`src/rtl/melody_sequencer.sv`:
```
// -----------------------------------------------------------------------------
// melody_sequencer
//
// Queues notes in a 16-entry FIFO and plays them one after another to a
// downstream buzzer player. Each note sounds for (note_len+1) duration ticks
// and is followed by a fixed silent gap. A note with note_hz = 0 is a timed
// rest. The play level pauses everything in place. The clear input flushes
// the queue and stops playback.
//
// Ports
//   clk         in   system clock, rising edge
//   rst         in   asynchronous active-high reset
//   note_valid  in   upstream offers a note
//   note_hz     in   [11:0] note frequency in Hz, 0 = rest
//   note_len    in   [3:0]  duration code, duration = (note_len+1) ticks
//   note_ready  out  a note offered this cycle is accepted
//   play        in   level: 1 = run, 0 = pause
//   clear       in   single-cycle flush request
//   hz_next     out  [11:0] registered frequency to the player, 0 = silence
//   note_done   out  registered one-cycle pulse at the end of each note
//   busy        out  sequencer is not idle
//   level       out  [4:0] number of queued notes, 0..16
//
// hz_next and note_done are registered from the cycle that does the counting,
// so both appear one cycle after that cycle and stay aligned with each other:
// note_done coincides with the last sounding cycle seen on hz_next.
// -----------------------------------------------------------------------------
module melody_sequencer #(
  parameter int TICK_CYCLES = 6_250_000,
  parameter int GAP_CYCLES  = 500_000
) (
  input  logic        clk,
  input  logic        rst,
  input  logic        note_valid,
  input  logic [11:0] note_hz,
  input  logic [3:0]  note_len,
  output logic        note_ready,
  input  logic        play,
  input  logic        clear,
  output logic [11:0] hz_next,
  output logic        note_done,
  output logic        busy,
  output logic [4:0]  level
);

  localparam int CYC_W = (TICK_CYCLES > 1) ? $clog2(TICK_CYCLES) : 1;
  localparam int GAP_W = 24;

  localparam logic [CYC_W-1:0] CYC_LAST = CYC_W'(TICK_CYCLES - 1);
  localparam logic [GAP_W-1:0] GAP_LAST = GAP_W'(GAP_CYCLES - 1);

  typedef enum logic [1:0] {
    S_IDLE = 2'd0,
    S_PLAY = 2'd1,
    S_GAP  = 2'd2
  } state_t;

  // FIFO storage: {hz, len}. Data only, so no reset.
  logic [15:0]      r_mem [16];
  logic [3:0]       r_wptr;
  logic [3:0]       r_rptr;
  logic [4:0]       r_level;

  // Current note, loaded on every pop.
  logic [11:0]      r_cur_hz;
  logic [3:0]       r_cur_len;

  // Playback control
  state_t           r_state;
  logic [CYC_W-1:0] r_cyc;
  logic [3:0]       r_tick;
  logic [GAP_W-1:0] r_gap;
  logic [11:0]      r_hz_next;
  logic             r_note_done;

  // Next-state values
  state_t           w_state_n;
  logic [CYC_W-1:0] w_cyc_n;
  logic [3:0]       w_tick_n;
  logic [GAP_W-1:0] w_gap_n;
  logic             w_note_done_n;
  logic [11:0]      w_hz_n;
  logic             w_pop;
  logic             w_push;
  logic             w_has_note;
  logic [4:0]       w_level_n;

  assign w_has_note = (r_level != 5'd0);
  assign note_ready = (r_level < 5'd16) && !clear;
  assign w_push     = note_valid && note_ready;

  // ---------------------------------------------------------------------------
  // Next-state / counter logic
  // ---------------------------------------------------------------------------
  always_comb begin
    w_state_n     = r_state;
    w_cyc_n       = r_cyc;
    w_tick_n      = r_tick;
    w_gap_n       = r_gap;
    w_note_done_n = 1'b0;
    w_pop         = 1'b0;

    unique case (r_state)
      S_IDLE: begin
        if (play && w_has_note) begin
          w_pop     = 1'b1;
          w_state_n = S_PLAY;
          w_cyc_n   = '0;
          w_tick_n  = '0;
        end
      end

      S_PLAY: begin
        if (play) begin
          if (r_cyc == CYC_LAST) begin
            w_cyc_n = '0;
            if (r_tick == r_cur_len) begin
              w_note_done_n = 1'b1;
              w_state_n     = S_GAP;
              w_tick_n      = '0;
              w_gap_n       = '0;
            end else begin
              w_tick_n = r_tick + 4'd1;
            end
          end else begin
            w_cyc_n = r_cyc + CYC_W'(1);
          end
        end
      end

      S_GAP: begin
        if (play) begin
          if (r_gap == GAP_LAST) begin
            w_gap_n = '0;
            if (w_has_note) begin
              w_pop     = 1'b1;
              w_state_n = S_PLAY;
              w_cyc_n   = '0;
              w_tick_n  = '0;
            end else begin
              w_state_n = S_IDLE;
            end
          end else begin
            w_gap_n = r_gap + GAP_W'(1);
          end
        end
      end

      default: begin
        w_state_n = S_IDLE;
      end
    endcase

    // Flush wins over everything scheduled for this edge.
    if (clear) begin
      w_state_n     = S_IDLE;
      w_cyc_n       = '0;
      w_tick_n      = '0;
      w_gap_n       = '0;
      w_note_done_n = 1'b0;
      w_pop         = 1'b0;
    end
  end

  // Sound only on cycles that actually advance the note.
  always_comb begin
    w_hz_n = 12'd0;
    if ((r_state == S_PLAY) && play && !clear) begin
      w_hz_n = r_cur_hz;
    end
  end

  always_comb begin
    w_level_n = r_level;
    if (clear) begin
      w_level_n = 5'd0;
    end else if (w_push && !w_pop) begin
      w_level_n = r_level + 5'd1;
    end else if (w_pop && !w_push) begin
      w_level_n = r_level - 5'd1;
    end
  end

  // ---------------------------------------------------------------------------
  // Control registers
  // ---------------------------------------------------------------------------
  always_ff @(posedge clk or posedge rst) begin
    if (rst) begin
      r_state     <= S_IDLE;
      r_cyc       <= '0;
      r_tick      <= '0;
      r_gap       <= '0;
      r_hz_next   <= '0;
      r_note_done <= 1'b0;
      r_wptr      <= '0;
      r_rptr      <= '0;
      r_level     <= '0;
    end else begin
      r_state     <= w_state_n;
      r_cyc       <= w_cyc_n;
      r_tick      <= w_tick_n;
      r_gap       <= w_gap_n;
      r_hz_next   <= w_hz_n;
      r_note_done <= w_note_done_n;
      r_level     <= w_level_n;
      if (clear) begin
        r_wptr <= '0;
        r_rptr <= '0;
      end else begin
        if (w_push) r_wptr <= r_wptr + 4'd1;
        if (w_pop)  r_rptr <= r_rptr + 4'd1;
      end
    end
  end

  // ---------------------------------------------------------------------------
  // Data registers
  // ---------------------------------------------------------------------------
  always_ff @(posedge clk) begin
    if (w_push) begin
      r_mem[r_wptr] <= {note_hz, note_len};
    end
  end

  always_ff @(posedge clk) begin
    if (w_pop) begin
      r_cur_hz  <= r_mem[r_rptr][15:4];
      r_cur_len <= r_mem[r_rptr][3:0];
    end
  end

  assign hz_next   = r_hz_next;
  assign note_done = r_note_done;
  assign busy      = (r_state != S_IDLE);
  assign level     = r_level;

endmodule

```
`config.mk`:
```
export PLATFORM = sky130hd
export DESIGN_NAME = melody_sequencer
export DESIGN_NICKNAME = d
export VERILOG_FILES = /design/src/rtl/melody_sequencer.sv
export SDC_FILE = /design/constraint.sdc
export NUM_CORES = 1
export LEC_CHECK = 0
export BUFFER_PORTS_ARGS = -buffer_cell sky130_fd_sc_hd__buf_2
export CAP_MARGIN = 0
export CELL_PAD_IN_SITES_DETAIL_PLACEMENT = 0
export CELL_PAD_IN_SITES_GLOBAL_PLACEMENT = 1
export CORE_MARGIN = 2
export CORE_UTILIZATION = 40
export CTS_BUF_LIST = sky130_fd_sc_hd__clkbuf_8
export DETAILED_ROUTE_END_ITERATION = 12
export GPL_ROUTABILITY_DRIVEN = 0
export HOLD_SLACK_MARGIN = 0.03
export PLACE_DENSITY = 0.59
export SLEW_MARGIN = 20
export SYNTH_ARGS = -nofsm -noshare
export SYNTH_HDL_FRONTEND = slang
export SYNTH_SLANG_ARGS = --single-unit
export TNS_END_PERCENT = 1
```
`constraint.sdc`:
```
create_clock -name clk -period 9.8 [get_ports clk]
set_clock_uncertainty 0.2 [all_clocks]
set_input_delay 1.96 -clock clk [delete_from_list [all_inputs] [get_ports clk]]
set_output_delay 1.96 -clock clk [all_outputs]
set_load 0.01 [all_outputs]
```
==> results.txt <==
clock-pin slew on the worst setup and hold paths = 60 ps
Core Rows = 70
most frequent cells in the layout = edfxtp_1, mux4_2, dfrtp_1, clkbuf_8, o21ai_0
largest net degree at the start of global routing = 68
Distinct cells, synth = 56
H-tree Lvls = 2
Avg Synthesized Cell Area = 16.72 µm²
Die Wd = 195.5 µm
met2 usage = 29.88%
fill cell count = 3195
Synth Flop Type = edfxtp_1
post-CTS sizing = 0
drt drc = 0
nets = 999
final hold vios = 0
EDFF count, synth = 272
FFs w/ async S/R, synth = 22.51%
Initial DRC Count = 473
critical path capture point type = output pin
number of max-cap violations = 0
Critical Path Max Stage Delay = 380 ps
number of buffers inserted by hold repair at cts = 0
RSZ-0062 raised after global routing = false
compound-gate portion of the synthesized area = 6.116%
Setup CP Type = in -> out
Area Growth Syn to Fin = 12.83%
DRT antenna net count = 0
layout cells sized above 1 = 23.89%
Port Buffer Count = 40
VDD IR max = 0.0001163 V
register area share after synthesis = 69.16%
DRT Wirelength = 32840 µm
Final Max Slew Viols = 0
Util after Layout = 45.53%
slowest CP cell = buf_2
Slew @ Worst Pin = 1032 ps
Max Freq = 210.6 MHz
CTS Buffer Depth = 3
ant diodes = 0
routed via count = 8116
Synth Area in Simple Gates = 7.984%
slew margin rel. = 31.21%
nature of the critical path startpoint = input pin
worst-path fanout max = 25
global-route wire length before repair = 50610 µm
post-CTS setup buffer count = 0
Pre-antenna DRT Iters = 4
power per cell area = 216.6 mW/mm²
crit path cell chain = buf_2 > nor2_1 > buf_2
clock insertion delay at the later pin of the skew report = 650 ps
Top Usage Layer GRT = met2
Ys Warns = 0
Buf/Inv on CP = 2
area share of fa/ha/maj cells after synthesis = 1.587%
Final setup viols = 0
total clock buffers created by CTS = 60
CP top delay family = buffers and inverters
setup total negative slack = 0 ps
# IOs = 41
CTS Root Cell = clkbuf_8
most frequent CP cell = buf_2
Post-DP HPWL = 17870 µm
Post-Synthesis Cells = 877
full die area = 0.03822 mm²
WP data arrival = 2590 ps
status = complete, no violations
CTS tree = built
largest family of logic cells by synthesized area = multiplexers
initial antenna violation count = 3
vias in the first global route = 8297
grt met1 use = 23.32%
multiplexer area fraction after synthesis = 12.63%
Starting Density = 40.35%
M3 GR Usage = 3.316%
XOR/XNOR Fraction of Synth Area = 0.7763%
Final period util = 48.45%
Avg Vias per Cell = 5.495
Sink Count = 351
commonest non-fill, non-tap cell in the layout = edfxtp_1
HP Class = reg -> reg
Die Y-Extent = 195.5 µm
routed len/inst = 22.23 µm
GR Overflow Total = 0
power after layout = 0.003584 W
post-layout min period = 4748 ps
Critical Path RT = 7640 ps
Seq cells post-synth = 351
GRT Resource Usage Total = 17.73%
Static Leak = 5.745 nW
core area = 0.03635 mm²
Net Count, Synth = 916
Netlist Area Pre-Place = 0.01467 mm²
-- layer usage --
layer  vias to the layer above  part of all wire, %
met1                      4213                   43
li1                       3686                    -
met3                        49                  4.8
met5                         -                0.043
met4                         4                  1.9
met2                       164                   50
-- synthesized netlist by cell type, drive strengths merged, types with 3 or more instances --
| master | count | area, µm² |
|---|---|---|
| edfxtp | 272 | 8168 |
| mux4 | 80 | 1802 |
| dfrtp | 79 | 1977 |
| o21ai | 63 | 315.3 |
| nand2 | 44 | 165.2 |
| nor2 | 41 | 153.9 |
| o31ai | 28 | 210.2 |
| nand3 | 23 | 120.1 |
| clkbuf | 22 | 83.83 |
| buf | 19 | 118.9 |
| a21oi | 17 | 85.08 |
| and3 | 17 | 107.6 |
| ha | 17 | 212.7 |
| and2 | 16 | 100.1 |
| nand4 | 16 | 106.4 |
| inv | 14 | 52.55 |
| nor3 | 13 | 70.07 |
| a31oi | 12 | 75.07 |
| nor4 | 10 | 75.07 |
| nand2b | 9 | 56.30 |
| o41ai | 9 | 116.4 |
| xnor2 | 9 | 78.83 |
| nor2b | 6 | 37.54 |
| and4 | 5 | 43.79 |
| mux2i | 4 | 40.04 |
| or3 | 4 | 25.02 |
| xor2 | 4 | 35.03 |
| a21o | 3 | 22.52 |
-- metrics by stage --
| stage | worst slack, ps | hold WS (ps) | area, µm² | instances |
|---|---|---|---|---|
| detailed placement | 4513 | 268.0 | 15430 | 1366 |
| finish | 5052 | 277.8 | 16550 | 1477 |
| floorplan | 5027 | 237.3 | 14670 | 877 |
| global route | 4965 | 289.9 | 16550 | 1477 |
| CTS | 5052 | 279.0 | 16550 | 1477 |
| global placement | 4545 | 259.7 | 15430 | 1366 |
-- where the power goes --
part	switching, W	internal [W]	total [W]
Combinational	0.000345	0.000290	0.000635
Sequential	0.0000664	0.00167	0.00174
Clock	0.000585	0.000627	0.00121
-- path summary, 6_finish.rpt --
kind	startpoint	to	slack, ps	cells after the start
worst max-delay path	clear	note_ready	5050	3
worst min-delay path	r_cyc[22]$_DFFE_PP0P_	r_cyc[22]$_DFFE_PP0P_	280	1
worst max register to register	r_gap[0]$_DFFE_PP0P_	r_cyc[9]$_DFFE_PP0P_	5850	7
worst min register to register	r_cyc[22]$_DFFE_PP0P_	r_cyc[22]$_DFFE_PP0P_	280	1
max in group asynchronous	rst	r_rptr[0]$_DFFE_PP0P_	7180	3
min in group asynchronous	rst	r_gap[17]$_DFFE_PP0P_	1160	2
-- flip-flops by register name, summed over array words and instances (netlist names), 5 cells and up --
register and cells:
r_cyc 23, r_gap 24, r_mem 256, r_cur_hz 12, hz_next 12, level 5
-- cell type report --
class	instances	area (µm²)	area share, %
sequential	351	10150	61.34
clock inverter	44	196.4	1.187
tap	468	585.6	3.538
multi-input combinational	471	4275	25.83
clock buffer	67	922.1	5.572
timing repair buffer	62	365.4	2.208
inverter	14	53.80	0.3251
-- cells by family after synthesis --
group / after synthesis
mux: 85
compound gates: 140
xor+xnor: 13
simple gates: 215
fa+ha+maj: 18
flops: 351
buf+inv: 55
Note: power is estimated with default switching activity, not from simulation.
